===== src/rtl/deadlock_mon_pkg.sv =====
// Shared definitions for the dataflow deadlock monitor: detector FSM states and
// default window/counter sizing.
package deadlock_mon_pkg;

  typedef enum logic [1:0] {
    RUN     = 2'd0,
    SUSPECT = 2'd1,
    LOCKED  = 2'd2
  } state_t;

  localparam logic [1:0] ST_RUN     = RUN;
  localparam logic [1:0] ST_SUSPECT = SUSPECT;
  localparam logic [1:0] ST_LOCKED  = LOCKED;

  localparam int DEFAULT_THRESHOLD = 16;
  localparam int DEFAULT_CNT_W     = 16;

endpackage


===== src/rtl/stall_sat_counter.sv =====
// Saturating stall-window counter: clear, load-one, increment or hold, with
// the increment pinned at all-ones so a long stall never wraps.
module stall_sat_counter #(
  parameter int CNT_W = 16
) (
  input  logic             clock,
  input  logic             reset,
  input  logic             clr,
  input  logic             load_one,
  input  logic             incr,
  output logic [CNT_W-1:0] count
);

  always_ff @(posedge clock) begin
    if (reset || clr) begin
      count <= '0;
    end else if (load_one) begin
      count <= CNT_W'(1);
    end else if (incr && (count != '1)) begin
      count <= count + CNT_W'(1);
    end
  end

endmodule


===== src/rtl/deadlock_stall_detector.sv =====
// Declares a kernel deadlocked once every top-level process is idle or blocked,
// at least one is blocked, and no external stream is blocking, for THRESHOLD cycles.
module deadlock_stall_detector
  import deadlock_mon_pkg::*;
#(
  parameter int NUM_AXIS  = 2,
  parameter int NUM_IDLE  = 9,
  parameter int NUM_BLK   = 4,
  parameter int THRESHOLD = DEFAULT_THRESHOLD,
  parameter int CNT_W     = DEFAULT_CNT_W
) (
  input  logic                clock,
  input  logic                reset,
  input  logic                clear,
  input  logic [NUM_AXIS-1:0] axis_block_sigs,
  input  logic [NUM_IDLE-1:0] inst_idle_sigs,
  input  logic [NUM_BLK-1:0]  inst_block_sigs,
  output logic                block,
  output logic [NUM_BLK-1:0]  block_snapshot,
  output logic [CNT_W-1:0]    stall_cycles,
  output logic [1:0]          state_o
);

  logic [1:0] state;
  logic [1:0] state_next;
  logic       restart;
  logic       stalled_raw;
  logic       stalled;
  logic       sig_changed;
  logic       at_limit;
  logic       cnt_clr;
  logic       cnt_load;
  logic       cnt_inc;
  logic       snap_load;
  logic       lock_set;

  assign restart = reset | clear;

  // Sub-instance idles above NUM_BLK have no paired block signal and do not
  // participate in stall detection.
  generate
    if (NUM_IDLE > NUM_BLK) begin : g_idle_upper
      logic idle_upper_unused;
      assign idle_upper_unused = ^inst_idle_sigs[NUM_IDLE-1:NUM_BLK];
    end
  endgenerate

  assign stalled_raw = (&(inst_idle_sigs[NUM_BLK-1:0] | inst_block_sigs))
                     & (|inst_block_sigs)
                     & ~(|axis_block_sigs);

  // An unknown stalled term falls into the else path, so X inputs never count.
  always_comb begin
    stalled = 1'b0;
    if (stalled_raw) begin
      stalled = 1'b1;
    end
  end

  assign sig_changed = (inst_block_sigs != block_snapshot);
  assign at_limit    = (stall_cycles == CNT_W'(THRESHOLD - 1));

  always_comb begin
    state_next = state;
    cnt_clr    = 1'b0;
    cnt_load   = 1'b0;
    cnt_inc    = 1'b0;
    snap_load  = 1'b0;
    lock_set   = 1'b0;
    case (state)
      ST_RUN: begin
        if (stalled) begin
          state_next = ST_SUSPECT;
          snap_load  = 1'b1;
          cnt_load   = 1'b1;
        end else begin
          cnt_clr = 1'b1;
        end
      end
      ST_SUSPECT: begin
        if (!stalled) begin
          state_next = ST_RUN;
          cnt_clr    = 1'b1;
        end else if (sig_changed) begin
          snap_load = 1'b1;
          cnt_load  = 1'b1;
        end else if (at_limit) begin
          state_next = ST_LOCKED;
          lock_set   = 1'b1;
          cnt_inc    = 1'b1;
        end else begin
          cnt_inc = 1'b1;
        end
      end
      // Once locked, only the stall counter keeps tracking; exit is by restart.
      ST_LOCKED: begin
        cnt_inc = stalled;
      end
      default: begin
        state_next = ST_RUN;
        cnt_clr    = 1'b1;
      end
    endcase
  end

  always_ff @(posedge clock) begin
    if (restart) begin
      state          <= ST_RUN;
      block          <= 1'b0;
      block_snapshot <= '0;
    end else begin
      state <= state_next;
      if (lock_set) begin
        block <= 1'b1;
      end
      if (snap_load) begin
        block_snapshot <= inst_block_sigs;
      end
    end
  end

  stall_sat_counter #(
    .CNT_W(CNT_W)
  ) u_stall_cnt (
    .clock   (clock),
    .reset   (restart),
    .clr     (cnt_clr),
    .load_one(cnt_load),
    .incr    (cnt_inc),
    .count   (stall_cycles)
  );

  assign state_o = state;

endmodule

===== config.mk =====
export PLATFORM = sky130hd
export DESIGN_NAME = deadlock_stall_detector
export DESIGN_NICKNAME = d
export VERILOG_FILES = /design/src/rtl/deadlock_mon_pkg.sv /design/src/rtl/stall_sat_counter.sv /design/src/rtl/deadlock_stall_detector.sv
export SDC_FILE = /design/constraint.sdc
export NUM_CORES = 1
export LEC_CHECK = 0
export ABC_AREA = 1
export BUFFER_PORTS_ARGS = -buffer_cell sky130_fd_sc_hd__buf_2
export CELL_PAD_IN_SITES_DETAIL_PLACEMENT = 1
export CELL_PAD_IN_SITES_GLOBAL_PLACEMENT = 2
export CORE_MARGIN = 3
export CORE_UTILIZATION = 28
export CTS_CLUSTER_DIAMETER = 200
export DETAILED_ROUTE_END_ITERATION = 6
export HOLD_SLACK_MARGIN = 0.12
export PLACE_DENSITY_LB_ADDON = 0.1
export SKIP_LAST_GASP = 1
export SYNTH_ARGS = -nofsm -noshare
export SYNTH_HDL_FRONTEND = slang
export SYNTH_SLANG_ARGS = --single-unit

===== constraint.sdc =====
create_clock -name clock -period 2.02 [get_ports clock]
set_clock_uncertainty 0.1 [all_clocks]
set_input_delay 0.303 -clock clock [delete_from_list [all_inputs] [get_ports clock]]
set_output_delay 0.303 -clock clock [all_outputs]
set_load 0.01 [all_outputs]

* After elaboration in Yosys (flattened, before gate mapping) *
Index checks and enable logic that the tools add are counted.

operators by class
  $add $sub $neg = 1
  equal/unequal tests = 8
  muxes and demuxes = 21
  reduce and logical (&&, ||, !) cells = 10
  bitwise operators = 6

operators by type and width
  kind                                                                     count
  16-bit by 1-bit adder with 16-bit output (second input constant)         1
  16-bit by 4-bit equality test with 1-bit output (second input constant)  1
  16-bit inequality test (second input constant)                           1
  1-bit 2-to-1 mux                                                         13
  2-bit 2-to-1 mux                                                         4
  4-bit AND reduction                                                      2
  3-bit inequality test (second input constant)                            2
  1-bit case mux with 2 select lines                                       3
  2-bit case mux with 3 select lines                                       1
  2-bit OR reduction                                                       3
  4-bit inequality test                                                    1
  4-bit OR                                                                 1
  4-bit OR reduction                                                       1
  1-bit bitwise AND                                                        2
  2-bit by 1-bit equality test with 1-bit output (second input constant)   1
  2-bit equality test (second input constant)                              1
  2-bit logical NOT                                                        1
  2-bit inequality test (second input constant)                            1
  1-bit inverter                                                           2
  2-bit nonzero test                                                       1
  1-bit logical AND                                                        1
  1-bit logical OR                                                         1
  1-bit OR                                                                 1

word-level totals
  logic and storage cells = 51
  register bits = 23
  input bits = 18
  output and inout bits = 23

* Logic depth before layout (Yosys ltp) *
  depth in word-level cells = 10
  gate-level depth with buffers = 12
  depth with buffers taken out = 12

* By module *
A second synthesis with hierarchy kept.

second synthesis, totals
  cell total of the unflattened synthesis = 241
  area total of the unflattened synthesis = 1481.4 µm²

by module, submodules not included
  module                   area an instance (µm²)  cells each  instances
  stall_sat_counter        898.4                   140         1
  deadlock_stall_detector  583.1                   101         1

* Least setup slack after synthesis *
Ideal clock, no wire load.

  path kind = reg2reg
  start = register u_stall_cnt.count[0]
  end = register u_stall_cnt.count[14]
  arrival = 1641 ps
  period minus slack after synthesis = 1807 ps
  cell stages (with the launch flop) = 11
  path slack = 213 ps
  required time = 1854 ps
  cells stage by stage = dfxtp_1 ha_1 nand2_2 nor2_4 nand2_2 nor2_4 nand3_4 nand3_4 buf_6 nand2_1 a21oi_2

between the ends
  word-level cells in the longest chain between the ends = 2

RTL lines
  what                                                                                              RTL line                 text
  start: declaration                                                                                stall_sat_counter.sv:11  output logic [CNT_W-1:0] count
  start signal: assignment                                                                          stall_sat_counter.sv:20  count <= count + CNT_W'(1);
  parallel branches: the longest is 2 deep, another holds 16-bit by 1-bit adder with 16-bit output  n/a

Parallel ways; which one is timed is not known.
A chain may end at the register's enable or synchronous reset.

* Worst setup path after layout *
  start = register u_stall_cnt.count[1]
  end = register u_stall_cnt.count[0]

between the ends
  word-level cells in the longest chain between the ends = 3

RTL lines
  what                          RTL line                 text
  16-bit inequality test        stall_sat_counter.sv:19  end else if (incr && (count != '1)) begin
  1-bit logical AND             stall_sat_counter.sv:19
  2-bit nonzero test (no line)  n/a

Every way passes these cells.

==> summary.txt <==
Run status
  – Status: complete, no violations

Critical path
  – Worst setup SP type: register
  – R2R depth: 11
  – CP Max Fanout: 16
  – WP data arrival: between 1.5 and 2 ns
  – Req. time, crit path: ~2.1 ns
  – WS Path Type: reg2reg
  – Capturing point of the worst reg2reg path: u_stall_cnt.count[0]
  – Crit end category: register
  – Worst R2R Start: u_stall_cnt.count[1]
  – Flop2flop setup slack: about 0.23 ns

Floorplanning
  – Die X: 81.0 um
  – # rows: 26
  – Core Box Area: 5270 um2
  – Number of I/O pins: 41
  – Die ar.: ~6600 um2
  – Initial core utilization: 0.299
  – Vert. Die Dim: 81.0 um

Power and ir drop
  – PwrDens: between 400 and 500 nW/um2
  – Final Power: about 0.84 mW
  – Switching Fraction: 0.247
  – Reg power frac: 0.550
  – Pint: 0.630 mW
  – Worst VDD drop: approximately 0.00018 V
  – Combinational Power Share: 0.101
  – Clock network power share: 0.350
  – Leak: between 0.8 and 0.9 nW
  – Net Sw Power: between 0.2 and 0.25 mW

Synthesis
  – Seq cells post-synth: 23
  – Sequential share of the synthesized area: 0.292
  – Post-synth net total: 250
  – Post-synth EDFFs: 0
  – Mapped Avg Cell Area: roughly 6.9 um2
  – Async SR Flop Fraction: 0
  – Ys Warns: 0
  – Synth Flop Type: dfxtp_1
  – Mapped cell area: between 1500 and 2000 um2
  – Unique masters post-synth: 26
  – Mapped Cells: approximately 230

Placed design
  – DP HPWL: 3580 um
  – Placed Area: roughly 1900 um2
  – GP Congestion: 0.874
  – Worst slack, placed: between 0.1 and 0.15 ns
  – Buffers on Ports: 35
  – Inst Count DP: about 340

Flow run
  – Number of max-cap violations: 0

Routing
  – WL final: 4450 um
  – Vias post-DR: ~1600
  – 1st-iter DRT viols: 44
  – Via/cell ratio: approximately 4.6
  – Antenna Nets Post-Route: 0
  – DR WL/cell: around 13 um
  – Drt pass-1 iters: 4
  – Post-route DRC: 0

Worst hold path
  – WHS Path Cells: 3
  – Worst Hold Class: in2reg
  – Worst Hold Path EP: block_snapshot[1]
  – Worst Hold Launch: inst_block_sigs[1]

Finish
  – Non-Filler Instances: roughly 350
  – Post-layout nets: a little under 300
  – Filler cell count: 712
  – Layout Utilization: 0.369
  – Synth-to-Final Area Change: 23.4%
  – ANT cells: 0
  – Most common cell after layout, fill and taps aside: nand2_1
  – Layout cells sized above 1: 0.258
  – Most frequent cells in the layout: 49 x nand2_1, 35 x buf_2, 31 x inv_1
  – Final Cell Area: slightly below 2000 um2

GRT
  – Vias in the first global route: 1563
  – Largest net degree at the start of global routing: 17
  – Antenna violations before repair: 0
  – Grt ovf: 0
  – Global-route wire length before repair: 7530 um
  – GRT Overall Usage: 0.147

Clock tree
  – Htree depth: 1
  – Clk_lat worst skew: 0.26 ns
  – Num Clock Sinks: 23
  – Worst-path clk slew: around 0.08 ns
  – CTS tree: yes
  – Setup Buffers After CTS: 0
  – CTS Buffer Depth: 2
  – Inserted Clock Buffers: 3
  – Root Buffer: clkbuf_8

Timing
  – Fmax: 557 MHz
  – Relative slew slack: 0.735
  – Worst Hold Margin: about 0.2 ns
  – Final setup fails: 0
  – Tmin final: between 1.5 and 2 ns
  – Final Hold Fails: 0
  – Tcrit/Tclk final: 0.888
  – Tightest Pin Transition: 0.394 ns
  – Fin. max-slew vios: 0
  – Unrepaired setup endpoints after global routing: false
  – Setup TNS: 0 ns
  – Final WS setup: ~0.23 ns
==> cell usage after synthesis (2+ instances only) <==
library cell,count,area [um2]
a21oi_2,4,35.0
nor3_1,8,40.0
nand4_1,14,87.6
inv_2,2,7.51
a21oi_1,19,95.1
nor2_1,16,60.1
nand3_4,2,35.0
clkbuf_1,2,7.51
nor2_4,2,22.5
nand2_2,3,18.8
nand2_1,49,184
dfxtp_1,23,460
buf_4,2,15.0
ha_1,4,50.1
inv_1,31,116
buf_6,2,22.5
xor2_1,14,123
nand3_1,16,80.1
o21ai_0,8,40.0
==> critical path, cell delays in order, from the launching register on <==
cell     delay (ns)
dfxtp_1        0.35
ha_1           0.19
nand2_2        0.09
nor2_4         0.17
nand2_2        0.11
nor2_4         0.11
nand3_4        0.08
buf_4          0.22
nand4_1        0.11
nand3_1        0.07
nand2_1        0.06
inv_1          0.03
==> repair_timing <==
| item | CTS | global route |
|---|---|---|
| hold buffers | 0 | 0 |
| resized for setup | 0 | 2 |
| setup endpoints to repair | 0 | 2 |
==> logic make-up (layout without fill, tap and decap cells) <==
| kind of cell | after synthesis | count (layout) | share of synthesized area |
|---|---|---|---|
| flip-flops | 23 | 23 | 0.292 |
| AND/OR/NAND/NOR | 115 | 115 | 0.367 |
| adder cells (fa/ha/maj) | 4 | 4 | 0.0318 |
| AO/OA/AOI/OAI | 32 | 32 | 0.118 |
| XOR/XNOR | 15 | 15 | 0.0834 |
| buffers and inverters | 39 | 86 | 0.107 |
==> metal layers <==
metal  share of wire  routed length, um  track usage
met5               0                  0            0
met4          0.0054                 24       0.0355
met1            0.53               2340        0.209
met2            0.43               1940        0.234
met3           0.034                150       0.0222
==> flip-flops by register name, summed over array words and instances, names as in the netlist <==
signal,cells
block_snapshot,4
u_stall_cnt.count,16
block,1
state_o,2
==> worst max path at each step <==
stage | start | end | slack [ns] | cells after the start
2_1_floorplan | u_stall_cnt.count[0] | u_stall_cnt.count[14] | 0.21 | 10
3_3_place_gp | inst_block_sigs[0] | u_stall_cnt.count[13] | 0.15 | 10
3_5_place_dp | inst_block_sigs[0] | u_stall_cnt.count[14] | 0.13 | 10
4_1_cts | u_stall_cnt.count[1] | u_stall_cnt.count[0] | 0.20 | 11
5_1_grt | u_stall_cnt.count[1] | u_stall_cnt.count[0] | 0.07 | 11
6_report | u_stall_cnt.count[1] | u_stall_cnt.count[0] | 0.23 | 11
==> power groups by stage <==
stage / Combinational [mW] / Sequential, mW / Clock [mW]
after floorplan: 0.0481 / 0.472 / 0
after global placement: 0.0846 / 0.470 / 0
after detailed placement: 0.0851 / 0.470 / 0
after CTS: 0.0858 / 0.460 / 0.319
after global routing: 0.0964 / 0.460 / 0.336
final: 0.0841 / 0.460 / 0.292
==> area by class of cell <==
class | count | area [um2] | area share
multi-input cells | 166 | 947 | 0.487
repair buffers | 49 | 280 | 0.144
clock buffers | 4 | 45.0 | 0.0232
well taps | 70 | 87.6 | 0.0450
flip-flops and latches | 23 | 460 | 0.237
inverters | 33 | 124 | 0.0637
Note: power is estimated with default switching activity, not from simulation.
